--- config.mk ---
export PLATFORM = sky130hd
export DESIGN_NAME = svm_result_packer
export DESIGN_NICKNAME = d
export VERILOG_FILES = /design/src/rtl/svm_result_packer.sv
export SDC_FILE = /design/constraint.sdc
export NUM_CORES = 2
export LEC_CHECK = 0
export BUFFER_PORTS_ARGS = -buffer_cell sky130_fd_sc_hd__buf_2
export CAP_MARGIN = 15
export CORE_MARGIN = 2
export CORE_UTILIZATION = 52
export DETAILED_ROUTE_END_ITERATION = 16
export PLACE_DENSITY = 0.76
export SLEW_MARGIN = 30
export SYNTH_ARGS = -nofsm -noshare
export SYNTH_HDL_FRONTEND = slang
export SYNTH_SLANG_ARGS = --single-unit
--- constraint.sdc ---
create_clock -name aclk -period 2.2 [get_ports aclk]
set_input_delay 0.22 -clock aclk [delete_from_list [all_inputs] [get_ports aclk]]
set_output_delay 0.22 -clock aclk [all_outputs]
set_load 0.02 [all_outputs]
--- src/rtl/svm_result_packer.sv ---
// Upsizing AXI4-Stream packer: gathers 32-bit SVM result words into 512-bit host beats,
// flushing early on input tlast or after an idle timeout with a partially filled beat.
module svm_result_packer #(
   parameter int unsigned FLUSH_TIMEOUT = 1024,
   parameter int unsigned LANES         = 16
) (
   input  logic                aclk,
   input  logic                aresetn,
   input  logic [31:0]         s_axis_tdata,
   input  logic [3:0]          s_axis_tkeep,
   input  logic                s_axis_tvalid,
   output logic                s_axis_tready,
   input  logic                s_axis_tlast,
   output logic [32*LANES-1:0] m_axis_tdata,
   output logic [4*LANES-1:0]  m_axis_tkeep,
   output logic                m_axis_tvalid,
   input  logic                m_axis_tready,
   output logic                m_axis_tlast,
   output logic [31:0]         stat_beats,
   output logic [15:0]         stat_timeouts
);

   localparam int unsigned DW = 32 * LANES;
   localparam int unsigned KW = 4 * LANES;
   localparam int unsigned CW = $clog2(LANES);
   localparam logic [CW-1:0] LAST_LANE = CW'(LANES - 1);
   localparam logic [31:0]   TO_M1     = 32'(FLUSH_TIMEOUT) - 32'd1;
   localparam bit            TO_EN     = (FLUSH_TIMEOUT != 0);

   logic [DW-1:0] r_data, r_data_d;
   logic [KW-1:0] r_keep, r_keep_d;
   logic [CW-1:0] r_cnt, r_cnt_d;
   logic          r_last, r_last_d;
   logic          r_cmpl, r_cmpl_d;
   logic [31:0]   r_idle, r_idle_d;
   logic          r_s_ready, r_s_ready_d;
   logic [DW-1:0] r_m_data, r_m_data_d;
   logic [KW-1:0] r_m_keep, r_m_keep_d;
   logic          r_m_valid, r_m_valid_d;
   logic          r_m_last, r_m_last_d;
   logic [31:0]   r_beats, r_beats_d;
   logic [15:0]   r_timeouts, r_timeouts_d;

   logic          w_accept;
   logic          w_slot_free;
   logic          w_word_done;
   logic          w_timeout;
   logic          w_beat_last;
   logic [DW-1:0] w_word_data;
   logic [KW-1:0] w_word_keep;
   logic [DW-1:0] w_asm_data;
   logic [KW-1:0] w_asm_keep;

   // Incoming word shifted into its lane; unwritten lanes stay zero so OR-merge is exact.
   assign w_word_data = DW'(s_axis_tdata) << {r_cnt, 5'b0};
   assign w_word_keep = KW'(s_axis_tkeep) << {r_cnt, 2'b0};

   always_comb begin
      w_accept    = s_axis_tvalid & r_s_ready;
      w_slot_free = ~r_m_valid | m_axis_tready;
      w_asm_data  = w_accept ? (r_data | w_word_data) : r_data;
      w_asm_keep  = w_accept ? (r_keep | w_word_keep) : r_keep;
      w_word_done = w_accept & ((r_cnt == LAST_LANE) | s_axis_tlast);
      // A word accepted this cycle always pre-empts the timeout.
      w_timeout   = TO_EN & ~w_accept & ~r_cmpl & (r_cnt != '0) & (r_idle == TO_M1);
      w_beat_last = w_word_done & s_axis_tlast;
   end

   always_comb begin
      r_data_d     = r_data;
      r_keep_d     = r_keep;
      r_cnt_d      = r_cnt;
      r_last_d     = r_last;
      r_cmpl_d     = r_cmpl;
      r_idle_d     = r_idle;
      r_m_data_d   = r_m_data;
      r_m_keep_d   = r_m_keep;
      r_m_last_d   = r_m_last;
      r_m_valid_d  = r_m_valid & ~m_axis_tready;
      r_beats_d    = r_beats + {31'd0, r_m_valid & m_axis_tready};
      r_timeouts_d = r_timeouts;

      if (r_cmpl) begin
         if (w_slot_free) begin
            r_m_data_d  = r_data;
            r_m_keep_d  = r_keep;
            r_m_last_d  = r_last;
            r_m_valid_d = 1'b1;
            r_data_d    = '0;
            r_keep_d    = '0;
            r_cnt_d     = '0;
            r_last_d    = 1'b0;
            r_cmpl_d    = 1'b0;
            r_idle_d    = '0;
         end
      end else if (w_word_done || w_timeout) begin
         r_idle_d = '0;
         if (w_timeout && (r_timeouts != 16'hFFFF)) begin
            r_timeouts_d = r_timeouts + 16'd1;
         end
         if (w_slot_free) begin
            r_m_data_d  = w_asm_data;
            r_m_keep_d  = w_asm_keep;
            r_m_last_d  = w_beat_last;
            r_m_valid_d = 1'b1;
            r_data_d    = '0;
            r_keep_d    = '0;
            r_cnt_d     = '0;
            r_last_d    = 1'b0;
         end else begin
            r_data_d = w_asm_data;
            r_keep_d = w_asm_keep;
            r_last_d = w_beat_last;
            r_cmpl_d = 1'b1;
         end
      end else if (w_accept) begin
         r_data_d = w_asm_data;
         r_keep_d = w_asm_keep;
         r_cnt_d  = r_cnt + CW'(1);
         r_idle_d = '0;
      end else if (TO_EN && (r_cnt != '0)) begin
         r_idle_d = r_idle + 32'd1;
      end

      r_s_ready_d = ~r_cmpl_d;
   end

   always_ff @(posedge aclk or negedge aresetn) begin
      if (!aresetn) begin
         r_data     <= '0;
         r_keep     <= '0;
         r_cnt      <= '0;
         r_last     <= 1'b0;
         r_cmpl     <= 1'b0;
         r_idle     <= '0;
         r_s_ready  <= 1'b0;
         r_m_data   <= '0;
         r_m_keep   <= '0;
         r_m_valid  <= 1'b0;
         r_m_last   <= 1'b0;
         r_beats    <= '0;
         r_timeouts <= '0;
      end else begin
         r_data     <= r_data_d;
         r_keep     <= r_keep_d;
         r_cnt      <= r_cnt_d;
         r_last     <= r_last_d;
         r_cmpl     <= r_cmpl_d;
         r_idle     <= r_idle_d;
         r_s_ready  <= r_s_ready_d;
         r_m_data   <= r_m_data_d;
         r_m_keep   <= r_m_keep_d;
         r_m_valid  <= r_m_valid_d;
         r_m_last   <= r_m_last_d;
         r_beats    <= r_beats_d;
         r_timeouts <= r_timeouts_d;
      end
   end

   assign s_axis_tready = r_s_ready;
   assign m_axis_tdata  = r_m_data;
   assign m_axis_tkeep  = r_m_keep;
   assign m_axis_tvalid = r_m_valid;
   assign m_axis_tlast  = r_m_last;
   assign stat_beats    = r_beats;
   assign stat_timeouts = r_timeouts;

endmodule

==> flow_metrics.env <==
export IMPL_status="finished with violations"
export IMPL_violations="negative setup slack"
export IMPL_worst_slack_ns=-0.226
export IMPL_slew_headroom=0.321
export IMPL_syn_to_final_growth_pct=25.8
export IMPL_synth_top_area_frac=0.601
export IMPL_hpwl_mm=105
export IMPL_hold_viol_final=0
export IMPL_synth_area_top_cells="dfrtp_1 (60%), a21oi_1 (11%), mux2i_1 (11%), nor2_1 (4.6%), inv_1 (4.3%)"
export IMPL_avgSynthCellArea_um2=10.5
export IMPL_fp_dieArea_mm2=0.102
export IMPL_cts_tree="done"
export IMPL_synth_area_leader_cell="dfrtp_1"
export IMPL_numCtsBuffers=120
export IMPL_crit_buf_inv=5
export IMPL_path_cells="inv_2, ha_4, or3b_4, nand3_4, nor3_4, a41o_4, buf_12, buf_12, buf_16, buf_16, mux2i_4"
export IMPL_synthArstFlopShare=1.00
export IMPL_drive_gt1_frac=0.234
export IMPL_intPower_w=0.0409
export IMPL_syn_nets=4985
export IMPL_fillers=7179
export IMPL_grt_total_usage=0.320
export IMPL_reg2reg_from="r_cnt[1]$_DFFE_PN0P_"
export IMPL_fp_coreArea_mm2=0.0984
export IMPL_rsz0062_at_grt="true"
export IMPL_clockPowerShare=0.375
export IMPL_cts_htree_levels=3
export IMPL_p_leak_nw=31.8
export IMPL_die_y_um=319
export IMPL_initialDrtViolationCount=4626
export IMPL_peakVddDrop_mv=0.667
export IMPL_cts_buffer_depth=3
export IMPL_ant_nets=0
export IMPL_ys_seq_area_frac=0.601
export IMPL_grt_pass1_wl_mm=250
export IMPL_hp_class="in2async"
export IMPL_initial_core_util=0.525
export IMPL_fin_skew_ns=0.0228
export IMPL_ys_warn_count=0
export IMPL_netlist_instances=4938
export IMPL_synth_edf_count=0
export IMPL_drv_slew=0
export IMPL_drt_first_pass_iters=6
export IMPL_crit_path_end_kind="flop"
export IMPL_finalCritPeriodShare=1.10
export IMPL_setup_viol=1061
export IMPL_ys_types=51
export IMPL_maxCapViolations=0
export IMPL_multi_input_area_mm2=0.0168
export IMPL_worstMarginPinSlew_ns=1.01
export IMPL_fmax_ghz=0.412
export IMPL_grt_max_degree=104
export IMPL_pwr_share_comb=0.177
export IMPL_clk_pin_slew_worst_paths_ns=0.06
export IMPL_grt_pass1_vias=41300
export IMPL_syn_area_mm2=0.0517
export IMPL_p_sw_frac=0.293
export IMPL_seqPwrFrac=0.448
export IMPL_critPathSlowestCell="dfrtp_1"
export IMPL_clk_insertion_delay_late_ns=0.71
export IMPL_ys_ff_latch=1241
export IMPL_placed_area_mm2=0.0581
export IMPL_hold_ws_ns=0.0373
export IMPL_powerDensity_mw_per_mm2=890
export IMPL_wl_mm=168
export IMPL_wire_per_inst_um=23.6
export IMPL_grt_antenna_before_repair=2
export IMPL_io_pins=668
export IMPL_critPathArrivalTime_ns=3.05
export IMPL_cts_sinks=1241
export IMPL_startpoint="r_cnt[1]$_DFFE_PN0P_"
export IMPL_required_ns=2.82
export IMPL_fin_crit_ns=2.43
export IMPL_portBuffers=667
export IMPL_worstSetupStartpointType="flop"
export IMPL_fp_row_count=115
export IMPL_via_per_inst=5.78
export IMPL_cts_root_buf="clkbuf_16"
export IMPL_gr_total_overflow=0
export IMPL_cp_max_fo=8
export IMPL_nNetsFinal=5772
export IMPL_synth_commonest_cells="dfrtp_1 (1,241), a21oi_1 (1,159), nor2_1 (636)"
export IMPL_switching_power_w=0.0169
export IMPL_die_w_um=319
export IMPL_synth_flop_cell="dfrtp_1"
export IMPL_slowest_delay_ns=0.42
export IMPL_utilization=0.660
export IMPL_critical_path_class="reg2reg"
export IMPL_seq_area_mm2=0.0311
export IMPL_place_congestion=0.915
export IMPL_drc=0
export IMPL_yosysMostFrequentCell="dfrtp_1"
export IMPL_final_cell_area_mm2=0.0650
export IMPL_cpLargestDelayFamily="buffers and inverters"
export IMPL_num_vias=41100
==> placed cells by master, fill, tap and decap left out, types with 26 or more instances in the layout <==
master / synthesis / layout
dfrtp_1: 1241 / 1240
a21oi_1: 1159 / 1158
buf_2: 109 / 666
nor2_1: 636 / 609
inv_1: 586 / 585
mux2i_1: 576 / 553
buf_4: 4 / 193
clkbuf_16: 0 / 143
buf_12: 0 / 81
xnor2_1: 60 / 60
buf_16: 0 / 53
nand4_1: 37 / 37
clkbuf_8: 0 / 34
nand2_1: 33 / 32
clkinv_2: 0 / 29
nor2_4: 9 / 28
nand3_1: 28 / 26
==> kinds of logic (layout without fill, tap and decap cells) <==
group / Yosys count / count (layout) / share of synthesized area
adder cells (fa/ha/maj): 6 / 6 / 0.00145
flip-flops: 1241 / 1241 / 0.601
multiplexers: 578 / 578 / 0.112
XOR/XNOR: 72 / 72 / 0.0122
AO/OA/AOI/OAI: 1182 / 1182 / 0.115
buffers and inverters: 985 / 1873 / 0.0828
AND/OR/NAND/NOR: 874 / 874 / 0.0751
other: 0 / 3 / 0
==> per-stage QoR <==
step                power [W]  instances  setup TNS, ns  setup WS (ns)
CTS                    0.0574       7074         -37.12         -0.127
finish                 0.0578       7116        -111.55         -0.226
detailed placement     0.0351       6779        -128.10         -0.240
global route           0.0598       7113        -174.01         -0.282
global placement       0.0349       6779        -130.59         -0.232
floorplan              0.0312       4938          -8.97        -0.0367
==> repair_timing <==
item | CTS | global route
gates cloned | 36 | 26
resized for setup | 91 | 53
pin swaps | 10 | 4
buffers inserted | 20 | 15
hold buffers | 16 | 0
endpoints found under the setup margin | 1153 | 1166
hold endpoints to repair | 910 | 0
==> power groups by stage <==
stage | logic (W) | clock network (W) | registers, W
detailed placement | 0.00894 | 0 | 0.0262
global route | 0.0109 | 0.0229 | 0.0260
global placement | 0.00873 | 0 | 0.0261
floorplan | 0.00411 | 0 | 0.0271
finish | 0.0102 | 0.0217 | 0.0259
CTS | 0.00972 | 0.0218 | 0.0258
==> registers in the layout, indices dropped and copies added, names as in the netlist <==
name and count:
m_axis_tdata 512, r_data 512, m_axis_tlast 1, r_cnt 4, s_axis_tready 1, r_last 1
stat_beats 32, stat_timeouts 16, r_keep 64, r_cmpl 1, m_axis_tvalid 1, r_idle 32
m_axis_tkeep 64
==> per-layer routing <==
layer,part of all wire,GRT usage
met1,0.39,0.428
met5,0.00016,0
met4,0.051,0.165
met3,0.092,0.0667
met2,0.47,0.497
==> worst paths after layout <==
kind / slack, ns / endpoint / cells past startpoint
min in group aclk: 0.07 / r_data[447]$_DFFE_PN0P_ / 4
max in group asynchronous: 1.13 / r_data[240]$_DFFE_PN0P_ / 3
worst max-delay path: -0.23 / m_axis_tdata[197]$_DFFE_PN0P_ / 11
worst min register to register: 0.47 / stat_beats[31]$_DFF_PN0_ / 1
worst max register to register: -0.23 / m_axis_tdata[197]$_DFFE_PN0P_ / 11
worst min-delay path: 0.04 / stat_beats[11]$_DFF_PN0_ / 2
==> area by class of cell <==
| type | instances | area share |
|---|---|---|
| antenna | 3 | 0.000116 |
| timing repair buffer | 1063 | 0.140 |
| tap | 1287 | 0.0248 |
| clock buffer | 170 | 0.0543 |
| sequential | 1241 | 0.478 |
| multi-input combinational | 2712 | 0.259 |
| inverter | 587 | 0.0339 |
| clock inverter | 53 | 0.00964 |
Note: power is estimated with default switching activity, not from simulation.
